--- config.mk ---
export PLATFORM = sky130hd
export DESIGN_NAME = wb_regfile_flat
export DESIGN_NICKNAME = d
export VERILOG_FILES = /design/src/rtl/wb_regfile_if.sv /design/src/rtl/wb_regfile.sv /design/src/flat_wrapper.sv
export SDC_FILE = /design/constraint.sdc
export NUM_CORES = 1
export LEC_CHECK = 0
export ABC_AREA = 1
export CORE_ASPECT_RATIO = 1.2
export CORE_MARGIN = 5
export CORE_UTILIZATION = 55
export CTS_CLUSTER_SIZE = 10
export DETAILED_ROUTE_END_ITERATION = 6
export PLACE_DENSITY = 0.81
export SKIP_CTS_REPAIR_TIMING = 1
export SYNTH_ARGS = -nofsm -noshare
export SYNTH_HDL_FRONTEND = slang
export SYNTH_SLANG_ARGS = --single-unit
--- constraint.sdc ---
create_clock -name clk -period 1.94 [get_ports clk]
set_clock_uncertainty 0.15 [all_clocks]
set_input_delay 0.291 -clock clk [delete_from_list [all_inputs] [get_ports clk]]
set_output_delay 0.291 -clock clk [all_outputs]
set_load 0.05 [all_outputs]
--- src/rtl/wb_regfile_if.sv ---
// Writeback/register-file bus: MEM/WB writeback inputs, ID read ports,
// and the forwarding/commit outputs.
interface wb_regfile_if #(
  parameter int DATA_W = 16,
  parameter int ADDR_W = 4
);
  logic              wb_write_reg;
  logic [ADDR_W-1:0] wb_dst;
  logic              wb_mem_to_reg;
  logic [DATA_W-1:0] wb_alu_res;
  logic [DATA_W-1:0] wb_mem_data;
  logic [ADDR_W-1:0] rd1_addr;
  logic [ADDR_W-1:0] rd2_addr;
  logic [DATA_W-1:0] rd1_data;
  logic [DATA_W-1:0] rd2_data;
  logic [DATA_W-1:0] wb_data;
  logic              wb_commit;

  modport master (
    output wb_write_reg, wb_dst, wb_mem_to_reg,
    output wb_alu_res, wb_mem_data,
    output rd1_addr, rd2_addr,
    input  rd1_data, rd2_data, wb_data, wb_commit
  );

  modport slave (
    input  wb_write_reg, wb_dst, wb_mem_to_reg,
    input  wb_alu_res, wb_mem_data,
    input  rd1_addr, rd2_addr,
    output rd1_data, rd2_data, wb_data, wb_commit
  );
endinterface

--- src/rtl/wb_regfile.sv ---
// Writeback stage and architectural register file: R0 hardwired to zero,
// two read ports with same-cycle bypass of the retiring write.
module wb_regfile #(
  parameter int DATA_W = 16,
  parameter int ADDR_W = 4
) (
  input logic         clk,
  input logic         rst_n,
  wb_regfile_if.slave bus
);
  localparam int NUM_REGS = 2 ** ADDR_W;

  logic [DATA_W-1:0] regs [1:NUM_REGS-1];
  logic [DATA_W-1:0] wdata;
  logic              wr_fire;
  logic              commit;

  assign wdata = bus.wb_mem_to_reg ? bus.wb_mem_data
                                   : bus.wb_alu_res;

  assign wr_fire = bus.wb_write_reg
                && (bus.wb_dst != '0)
                && rst_n;

  assign bus.wb_data   = wdata;
  assign bus.wb_commit = commit;

  always_ff @(posedge clk) begin
    if (!rst_n) begin
      for (int i = 1; i < NUM_REGS; i++) begin
        regs[i] <= '0;
      end
      commit <= 1'b0;
    end else begin
      commit <= wr_fire;
      if (wr_fire) begin
        regs[bus.wb_dst] <= wdata;
      end
    end
  end

  // Bypass keys on wb_write_reg alone; R0 is caught first.
  always_comb begin
    bus.rd1_data = '0;
    if (bus.rd1_addr == '0) begin
      bus.rd1_data = '0;
    end else if (bus.wb_write_reg
                 && bus.wb_dst == bus.rd1_addr) begin
      bus.rd1_data = wdata;
    end else begin
      bus.rd1_data = regs[bus.rd1_addr];
    end
  end

  always_comb begin
    bus.rd2_data = '0;
    if (bus.rd2_addr == '0) begin
      bus.rd2_data = '0;
    end else if (bus.wb_write_reg
                 && bus.wb_dst == bus.rd2_addr) begin
      bus.rd2_data = wdata;
    end else begin
      bus.rd2_data = regs[bus.rd2_addr];
    end
  end
endmodule

--- src/flat_wrapper.sv ---
// flat-port wrapper written by rule: the top's interface ports become plain ports
module wb_regfile_flat 
#(
  parameter int DATA_W = 16,
  parameter int ADDR_W = 4
)
  (clk, rst_n, bus_wb_write_reg, bus_wb_dst, bus_wb_mem_to_reg, bus_wb_alu_res, bus_wb_mem_data, bus_rd1_addr, bus_rd2_addr, bus_rd1_data, bus_rd2_data, bus_wb_data, bus_wb_commit);
  wb_regfile_if #(.DATA_W(DATA_W), .ADDR_W(ADDR_W)) bus_i ();
  input logic clk;
  input logic rst_n;
  input wire logic [$bits(bus_i.wb_write_reg)-1:0] bus_wb_write_reg;
  input wire logic [$bits(bus_i.wb_dst)-1:0] bus_wb_dst;
  input wire logic [$bits(bus_i.wb_mem_to_reg)-1:0] bus_wb_mem_to_reg;
  input wire logic [$bits(bus_i.wb_alu_res)-1:0] bus_wb_alu_res;
  input wire logic [$bits(bus_i.wb_mem_data)-1:0] bus_wb_mem_data;
  input wire logic [$bits(bus_i.rd1_addr)-1:0] bus_rd1_addr;
  input wire logic [$bits(bus_i.rd2_addr)-1:0] bus_rd2_addr;
  output wire logic [$bits(bus_i.rd1_data)-1:0] bus_rd1_data;
  output wire logic [$bits(bus_i.rd2_data)-1:0] bus_rd2_data;
  output wire logic [$bits(bus_i.wb_data)-1:0] bus_wb_data;
  output wire logic [$bits(bus_i.wb_commit)-1:0] bus_wb_commit;
  assign bus_i.wb_write_reg = bus_wb_write_reg;
  assign bus_i.wb_dst = bus_wb_dst;
  assign bus_i.wb_mem_to_reg = bus_wb_mem_to_reg;
  assign bus_i.wb_alu_res = bus_wb_alu_res;
  assign bus_i.wb_mem_data = bus_wb_mem_data;
  assign bus_i.rd1_addr = bus_rd1_addr;
  assign bus_i.rd2_addr = bus_rd2_addr;
  assign bus_rd1_data = bus_i.rd1_data;
  assign bus_rd2_data = bus_i.rd2_data;
  assign bus_wb_data = bus_i.wb_data;
  assign bus_wb_commit = bus_i.wb_commit;
  wb_regfile #(.DATA_W(DATA_W), .ADDR_W(ADDR_W)) u_core (.clk(clk), .rst_n(rst_n), .bus(bus_i));
endmodule
==> impl_metrics.env <==
export IMPL_fin_tns_setup_ps=-9870
export IMPL_pwr_share_seq=0.408
export IMPL_core_area_um2=28100
export IMPL_via_per_inst=6.03
export IMPL_clockBufferDepth=3
export IMPL_wirelength_um=63300
export IMPL_wl_per_cell_um=22.7
export IMPL_max_slew_worst_pin_slew_ps=514
export IMPL_io_buffers=96
export IMPL_arrival_ps=1940
export IMPL_postSynthAreaPerCell_um2=7.34
export IMPL_final_setup_viol_count=32
export IMPL_finalCritPeriodShare=1.23
export IMPL_critPathMaxFanout=2
export IMPL_fin_cells=2785
export IMPL_power_mw=16.1
export IMPL_placed_area_um2=19200
export IMPL_synth_area_um2=15700
export IMPL_place_congestion=1.01
export IMPL_cts_made_buffers=30
export IMPL_num_nets_final=2438
export IMPL_timing_fmax_ghz=0.420
export IMPL_grt_setup_unrepaired="true"
export IMPL_grt_ovfl_total=0
export IMPL_htreeDepth=1
export IMPL_pwr_share_comb=0.270
export IMPL_grt_max_degree=34
export IMPL_drt_iter0_drc=2401
export IMPL_dieArea_um2=32000
export IMPL_fin_ws_ps=-438
export IMPL_grt_pass1_vias=15500
export IMPL_ys_seq_elements=257
export IMPL_synth_warning_count=0
export IMPL_violations="DRC, setup timing"
export IMPL_nFillCells=1787
export IMPL_synth_cells=2139
export IMPL_cp_required_ps=1500
export IMPL_path_class="reg -> out"
export IMPL_synthToLayoutAreaGrowth_pct=39.6
export IMPL_placedCellCount=2723
export IMPL_internal_power_mw=11.0
export IMPL_yosysTopAreaCellShare=0.490
export IMPL_period_minus_slack_ps=2380
export IMPL_power_density_nw_per_um2=737
export IMPL_initial_core_util=0.559
export IMPL_die_y_um=195
export IMPL_maxCapViolCount=0
export IMPL_slew_viol_final=0
export IMPL_ios=97
export IMPL_ys_seq_area_frac=0.491
export IMPL_fin_util=0.780
export IMPL_synth_distinct_cells=24
export IMPL_p_sw_mw=5.17
export IMPL_min_delay_start="bus_wb_write_reg"
export IMPL_dpl_hpwl_um=41000
export IMPL_hold_viol=0
export IMPL_drc=1
export IMPL_place_ws_ps=-686
export IMPL_design_area_um2=21900
export IMPL_layout_drive_gt1_share=0.342
export IMPL_cts_sink_count=257
export IMPL_yosys_top_cells_area="edfxtp_1 49%, nand2_1 17%, nand3_1 11%, nor2_1 8.5%, inv_1 5.6%"
export IMPL_clkPwrFrac=0.322
export IMPL_grt_pass1_wl_um=87900
export IMPL_hold_class="in -> reg"
export IMPL_tritoncts="done"
export IMPL_cp_startpoint="u_core.regs[9][9]"
export IMPL_clk_pin_slew_ps=60
export IMPL_hold_slack_ps=221
export IMPL_vias=16800
export IMPL_num_rows=67
export IMPL_cp_start_kind="flip-flop"
export IMPL_yosysTopAreaCell="edfxtp_1"
export IMPL_diodes=0
export IMPL_slew_headroom=0.657
export IMPL_cts_root_buf="clkbuf_16"
export IMPL_grt_total_usage=0.358
export IMPL_vdd_drop_max_uv=693
export IMPL_critPathCaptureType="primary output"
export IMPL_die_w_um=164
export IMPL_sw_frac_of_total=0.320
export IMPL_drt_pre_antenna_iters=7
export IMPL_status="complete, but fails checks"
export IMPL_antenna_found_initial=1
export IMPL_p_leak_nw=10.3
export IMPL_ant_nets=0
-- metal layers --
layer	routed length [um]	global-route usage
met1	20100	0.445
met2	29000	0.573
met3	8210	0.0624
met4	5990	0.234
met5	0	0
-- cells by family after synthesis --
kind of cell    share of synthesized area
other cells                      0.000239
buf+inv                             0.103
compound gates                     0.0163
flops                               0.491
xor+xnor                          0.00112
simple gates                        0.388
-- worst paths after layout --
check | slack (ps) | cells after the start | end
setup / recovery | -440 | 9 | bus_rd2_data[9]
hold / removal | 220 | 5 | u_core.bus.wb_commit
-- cell usage in the layout (no fill, tap or decap), types with 6 or more instances in the layout --
cell and instances:
buf_6 27, buf_4 190, nand3_4 7, nor2_1 227, conb_1 16, clkbuf_1 15, inv_1 148, o21ai_1 28
inv_2 83, o21ai_2 18, dlymetal6s2s_1 9, nor2_4 90, clkbuf_16 36, nand3_2 94, buf_8 23, nor2_2 63
buf_12 57, nand2_1 589, inv_4 6, edfxtp_1 256, nand2_4 22, clkdlybuf4s50_1 33, nand2_2 94, nand3_1 258
-- critical path, cell delays in order, from the launching register on --
cell	delay (ps)
edfxtp_1	380
inv_1	80
nand2_1	50
nand3_1	90
nand2_1	80
nor2_2	200
nor2_2	70
nor2_2	200
nor2_4	50
buf_8	150
-- final cells by class --
type | count | area (um2) | share of cell area
Multi-Input combinational cell | 1513 | 8110 | 0.370
Sequential cell | 257 | 7710 | 0.352
Timing Repair Buffer | 349 | 3830 | 0.175
Inverter | 239 | 918 | 0.0419
Clock buffer | 45 | 807 | 0.0369
Tap cell | 379 | 474 | 0.0217
Clock inverter | 3 | 51.3 | 0.00234
-- registers in the layout, summed over array words and instances (netlist names) --
name	flops
u_core.regs	256
u_core.bus.wb_commit	1
-- power by group through the flow --
stage	clock network, mW	logic, mW	registers, mW
detailed placement	0	3.55	6.67
finish	5.20	4.36	6.58
global route	5.37	4.54	6.60
global placement	0	3.49	6.65
floorplan	0	2.03	6.63
CTS	5.17	3.57	6.55
-- Yosys cell counts --
library cell,number
clkinv_2,1
nand3_2,5
clkbuf_1,48
o21ai_1,16
nor2_8,2
conb_1,1
nand2_2,3
inv_4,2
dfxtp_1,1
buf_1,41
o21ai_0,32
inv_1,234
nand3_1,354
buf_6,15
nor2_4,1
inv_2,2
nor2_1,357
nand2_1,690
nor2_2,22
xnor2_1,2
a21oi_4,1
buf_2,41
edfxtp_1,256
nand2_4,12
Power figures use the tool's default switching activity.
